File: config.mk
export PLATFORM = sky130hd
export DESIGN_NAME = dmem_arbiter
export DESIGN_NICKNAME = d
export VERILOG_FILES = /design/src/rtl/dmem_arbiter.sv
export SDC_FILE = /design/constraint.sdc
export NUM_CORES = 1
export LEC_CHECK = 0
export CORE_AREA = 2 2 121 123
export DETAILED_ROUTE_END_ITERATION = 12
export DIE_AREA = 0 0 123 125
export PLACE_DENSITY = 0.85
export SYNTH_ARGS = -nofsm -noshare
export SYNTH_HDL_FRONTEND = slang
export SYNTH_SLANG_ARGS = --single-unit
File: constraint.sdc
create_clock -name clk -period 11.4 [get_ports clk]
set_input_delay 2.28 -clock clk [delete_from_list [all_inputs] [get_ports clk]]
set_output_delay 2.28 -clock clk [all_outputs]
set_load 0.02 [all_outputs]
File: src/rtl/dmem_arbiter.sv
// Two-master arbiter/sequencer for the shared data-memory port.
// Master 0 = instruction fetch, master 1 = load/store. One transaction at a time.
module dmem_arbiter #(
  parameter int unsigned AW      = 32,
  parameter int unsigned DW      = 32,
  parameter int unsigned TIMEOUT = 255
) (
  input  logic          clk,
  input  logic          rst,
  input  logic          m0_req_valid,
  output logic          m0_req_ready,
  input  logic [AW-1:0] m0_addr,
  input  logic          m0_we,
  input  logic [DW-1:0] m0_wdata,
  input  logic [2:0]    m0_ctr,
  output logic          m0_resp_valid,
  output logic [DW-1:0] m0_rdata,
  output logic          m0_resp_err,
  input  logic          m1_req_valid,
  output logic          m1_req_ready,
  input  logic [AW-1:0] m1_addr,
  input  logic          m1_we,
  input  logic [DW-1:0] m1_wdata,
  input  logic [2:0]    m1_ctr,
  output logic          m1_resp_valid,
  output logic [DW-1:0] m1_rdata,
  output logic          m1_resp_err,
  output logic          mem_req_valid,
  input  logic          mem_req_ready,
  output logic [AW-1:0] mem_addr,
  output logic          mem_we,
  output logic [DW-1:0] mem_wdata,
  output logic [2:0]    mem_ctr,
  input  logic          mem_resp_valid,
  input  logic [DW-1:0] mem_rdata
);

  localparam int unsigned CW = $clog2(TIMEOUT + 1);

  typedef enum logic [1:0] {IDLE, ISSUE, WAIT, RESP} state_t;

  state_t          state;
  logic            rr_ptr;
  logic            owner;
  logic [CW-1:0]   cnt;
  logic [DW-1:0]   rdata_q;
  logic            err_q;

  logic            any_c;
  logic            win_c;
  logic            accept_c;
  logic [AW-1:0]   sel_addr_c;
  logic            sel_we_c;
  logic [DW-1:0]   sel_wdata_c;
  logic [2:0]      sel_ctr_c;
  logic            sel_legal_c;

  // Grant selection: a lone requester wins, ties go to the round-robin pointer
  assign any_c       = m0_req_valid | m1_req_valid;
  assign win_c       = (m0_req_valid & m1_req_valid) ? rr_ptr : m1_req_valid;
  assign accept_c    = (state == IDLE) & any_c;

  assign sel_addr_c  = win_c ? m1_addr  : m0_addr;
  assign sel_we_c    = win_c ? m1_we    : m0_we;
  assign sel_wdata_c = win_c ? m1_wdata : m0_wdata;
  assign sel_ctr_c   = win_c ? m1_ctr   : m0_ctr;

  // Only the five defined access sizes reach memory
  always_comb begin
    sel_legal_c = 1'b0;
    case (sel_ctr_c)
      3'b000, 3'b001, 3'b010, 3'b100, 3'b101: sel_legal_c = 1'b1;
      default:                                sel_legal_c = 1'b0;
    endcase
  end

  // Ready is gated by reset so every output reads zero while rst is high
  assign m0_req_ready  = ~rst & accept_c & ~win_c;
  assign m1_req_ready  = ~rst & accept_c &  win_c;

  assign mem_req_valid = (state == ISSUE);

  assign m0_resp_valid = (state == RESP) & ~owner;
  assign m1_resp_valid = (state == RESP) &  owner;
  assign m0_rdata      = m0_resp_valid ? rdata_q : '0;
  assign m1_rdata      = m1_resp_valid ? rdata_q : '0;
  assign m0_resp_err   = m0_resp_valid & err_q;
  assign m1_resp_err   = m1_resp_valid & err_q;

  // Transaction sequencer: accept, issue, wait with timeout, respond
  always_ff @(posedge clk or posedge rst) begin
    if (rst) begin
      state     <= IDLE;
      rr_ptr    <= 1'b0;
      owner     <= 1'b0;
      cnt       <= '0;
      rdata_q   <= '0;
      err_q     <= 1'b0;
      mem_addr  <= '0;
      mem_we    <= 1'b0;
      mem_wdata <= '0;
      mem_ctr   <= '0;
    end else begin
      case (state)
        IDLE: begin
          if (accept_c) begin
            owner     <= win_c;
            mem_addr  <= sel_addr_c;
            mem_we    <= sel_we_c;
            mem_wdata <= sel_wdata_c;
            mem_ctr   <= sel_ctr_c;
            if (sel_legal_c) begin
              state <= ISSUE;
            end else begin
              rdata_q <= '0;
              err_q   <= 1'b1;
              state   <= RESP;
            end
          end
        end
        ISSUE: begin
          if (mem_req_ready) begin
            cnt   <= '0;
            state <= WAIT;
          end
        end
        WAIT: begin
          cnt <= cnt + CW'(1);
          if (mem_resp_valid) begin
            rdata_q <= mem_rdata;
            err_q   <= 1'b0;
            state   <= RESP;
          end else if (cnt == CW'(TIMEOUT - 1)) begin
            rdata_q <= '0;
            err_q   <= 1'b1;
            state   <= RESP;
          end
        end
        RESP: begin
          rr_ptr <= ~owner;
          state  <= IDLE;
        end
        default: state <= IDLE;
      endcase
    end
  end

endmodule

==> impl_results.md <==
- Status: finished clean
- Setup_tns: 0 ns
- Worst Path Buf+Inv: 2
- CTS sink cnt: 113
- Maximum VDD drop: 0.153 mV
- Most Frequent Cell on Critical Path: clkdlybuf4s50_1
- Max-cap violation count: 0
- IO Pins: 313
- Gate Count Post-Synth: 583
- Worst slew margin: 0.211
- Crit Path Max Fanout: 17
- Rows: 44
- Final setup fails: 0
- Cell taking the most area after synthesis: dfrtp_1
- Wire length of the first global-routing pass: 29400 µm
- Ratio of cells with drive above 1 in the final layout: 0.0530
- Largest cells by area after synthesis: dfrtp_1 48%, mux2i_1 12%, o21ai_0 6.4%
- Slowest-stage cell, CP: clkdlybuf4s50_1
- CTS tree: done
- Register area share after synthesis: 0.479
- Antenna violations before repair: 0
- Critical Path Source Type: input port
- Post-synthesis mux area share: 0.119
- Hold-fix buffers, CTS: 0
- Slew Viols, Final: 0
- Data arrival, critical path: just over 4 ns
- CP Capture Type: output port
- Area grow syn2layout: 65.0%
- Slowest stage delay, CP: approximately 0.67 ns
- Post-synth net total: between 700 and 800
- Post-Syn Area: 5910 µm²
- Reg clk slew, reported paths: roughly 0.050 ns
- Synth cell types: 41
- Initial core utilization: 0.416
- Avg WL per Cell: 17.7 µm
- GRT Total Usage: 0.248
- CP cell instances: clkdlybuf4s50_1 > nand2_4 > nor3_1 > clkdlybuf4s50_1
- Core area: 14200 µm²
- RSZ-0062 raised after global routing: false
- Die area: approximately 15000 µm²
- Clock period minus worst slack: 6.42 ns
- Vias post-DR: 5623
- Kind of critical path: in2out
- CTS max path bufs: 2
- Worst Skew: 0.00760 ns
- Post-CTS setup buffer count: 0
- Number of port buffers: 312
- Vias per cell: 5.25
- Synthesized area per cell: 10.1 µm²
- Post-synthesis compound-gate area fraction: 0.184
- Leak: 0.00444 µW
- Die Y-Extent: 125 µm
- Die Wd: ~120 µm
- Largest family of logic cells by synthesized area: compound AO/OA/AOI/OAI gates
- Total grt overflow: 0
- Clk root buf: clkbuf_16
- Final ANT Viol Nets: 0
- Vias in the first global route: 5538
- EDFF count, synth: 0
- GP Congestion: 0.865
- Post_cts resized: 0
- Power Dens Cells: approximately 250 nW/µm²
- Synth Area in XOR/XNOR: 0.00742
- Final std cells w/o fill: 1071
- Initial DRC count: between 400 and 500
- Top FF cell, synth: dfrtp_1
- Nets: approximately 1100
- Num CTS Buffers: 17
- Final hold vios: 0
- Yosys reg bits: 113
- # DRC: 0
- Total power: 2420 µW
- # H-tree levels: 4
- HPWL Detailed: 13500 µm
- Synth warn: 0
- Filler cells: ~1100
- Pin count of the biggest net entering global routing: about 140
- Area share of and/or/nand/nor cells after synthesis: 0.153
- Ant diodes: 0
- Final cycle utilization of the critical path: 0.563
- Critical path required time: 9.12 ns
- Post-Route WL: 19000 µm
- Asr flop ratio synth: 1.00
- CP delay by family, top: buffers and inverters
- Fraction of the mapped netlist area in adder cells: 0.0148
- Fmax: ~160 MHz
- Worst slew pin tran: between 1 and 1.5 ns
- Synth top area share: 0.479
- Hold WC Path Type: reg2reg
- Clock Latency Late Sink: 0.41 ns
- Dpl cells: 1039
- Pre-antenna DRT Iters: 5
==> registers in the layout (all words and copies together) (netlist names) <==
name,count
mem_addr,32
mem_wdata,32
rdata_q,32
cnt,8
mem_ctr,3
state,2
err_q,1
mem_we,1
owner,1
rr_ptr,1
==> worst paths after layout <==
check,from,end,slack (ns),cells after the start
worst max-delay path,m1_req_valid,m1_req_ready,4.98,4
worst min-delay path,mem_wdata[11],mem_wdata[11],0.48,2
worst max register to register,state[1],rdata_q[13],8.61,6
worst min register to register,mem_wdata[11],mem_wdata[11],0.48,2
max in group asynchronous,rst,rdata_q[7],7.75,3
min in group asynchronous,rst,mem_wdata[2],2.42,2
==> per-layer routing <==
metal / GRT usage / vias to the layer above / part of all wire
li1: - / 2694 / -
met1: 0.288 / 2695 / 0.39
met2: 0.422 / 191 / 0.51
met3: 0.0739 / 43 / 0.071
met4: 0.105 / 0 / 0.030
met5: 0 / - / 0
==> synthesized netlist by cell type, types with 2 or more instances <==
library cell / number
a21oi_1: 2
a221o_1: 32
a22o_1: 33
and2_1: 33
and3_1: 34
buf_1: 4
buf_2: 15
buf_6: 3
clkbuf_1: 24
dfrtp_1: 113
ha_1: 7
inv_1: 8
mux2i_1: 69
nand2_1: 77
nand2b_1: 2
nand3_1: 3
nand4_1: 3
nor2_1: 12
nor2b_1: 3
nor3_1: 4
nor4_1: 5
o21ai_0: 75
xnor2_1: 3
xor2_1: 2
==> worst register-to-register path: stages (launching register included) <==
cell	delay, ns
dfrtp_1	0.40
inv_1	0.12
ha_1	0.31
nor3b_1	0.51
or2_1	0.97
a22o_1	0.30
a221o_1	0.11
==> where the power goes <==
group / internal, µW / switching [µW] / total [µW] / leakage (µW)
Combinational: 531 / 618 / 1150 / 0.00272
Clock: 376 / 186 / 562 / 0.000296
Sequential: 578 / 132 / 710 / 0.00143
Total: 1480 / 937 / 2420 / 0.00444
==> cell usage in the layout, fill, tap and decap left out, types with 3 or more instances in the layout <==
cell type / count
clkinvlp_4: 3
clkbuf_1: 3
buf_4: 7
xnor2_1: 3
and3_1: 34
nand3_1: 3
ha_1: 7
a22o_1: 33
clkinv_2: 3
clkbuf_16: 17
o21ai_0: 75
bufinv_16: 4
nor2_1: 11
nor4_1: 5
a221o_1: 32
inv_1: 7
nand4_1: 3
mux2i_1: 69
and2_1: 33
nor3_1: 4
nand2_1: 76
nor2b_1: 3
clkdlybuf4s50_1: 312
dfrtp_1: 113
==> layout make-up <==
cell class / count / area, µm² / share of cell area
clock buffer: 22 / 464 / 0.0476
clock inverter: 10 / 158 / 0.0162
inverter: 9 / 36.3 / 0.00372
multi-input combinational: 414 / 2850 / 0.293
sequential: 113 / 2830 / 0.290
tap: 184 / 230 / 0.0236
timing repair buffer: 319 / 3180 / 0.326
==> kinds of logic (layout without fill, tap and decap cells) <==
group	after synthesis	after routing
buffers and inverters	56	360
flip-flops	113	113
multiplexers	70	70
AND/OR/NAND/NOR	180	180
XOR/XNOR	5	5
AO/OA/AOI/OAI	152	152
adder cells (fa/ha/maj)	7	7
==> stage by stage <==
| step | hold slack [ns] | instance area, µm² | setup slack [ns] | util |
|---|---|---|---|---|
| 6_report | 0.478 | 9740 | 4.98 | 0.686 |
| 5_1_grt | 0.500 | 9740 | 4.88 | 0.686 |
| 4_1_cts | 0.480 | 9740 | 4.98 | 0.686 |
| 3_5_place_dp | 0.469 | 9120 | 5.00 | 0.642 |
| 3_3_place_gp | 0.461 | 9120 | 5.06 | 0.642 |
| 2_1_floorplan | 0.468 | 5910 | 5.68 | - |
Note: power is estimated with default switching activity, not from simulation.
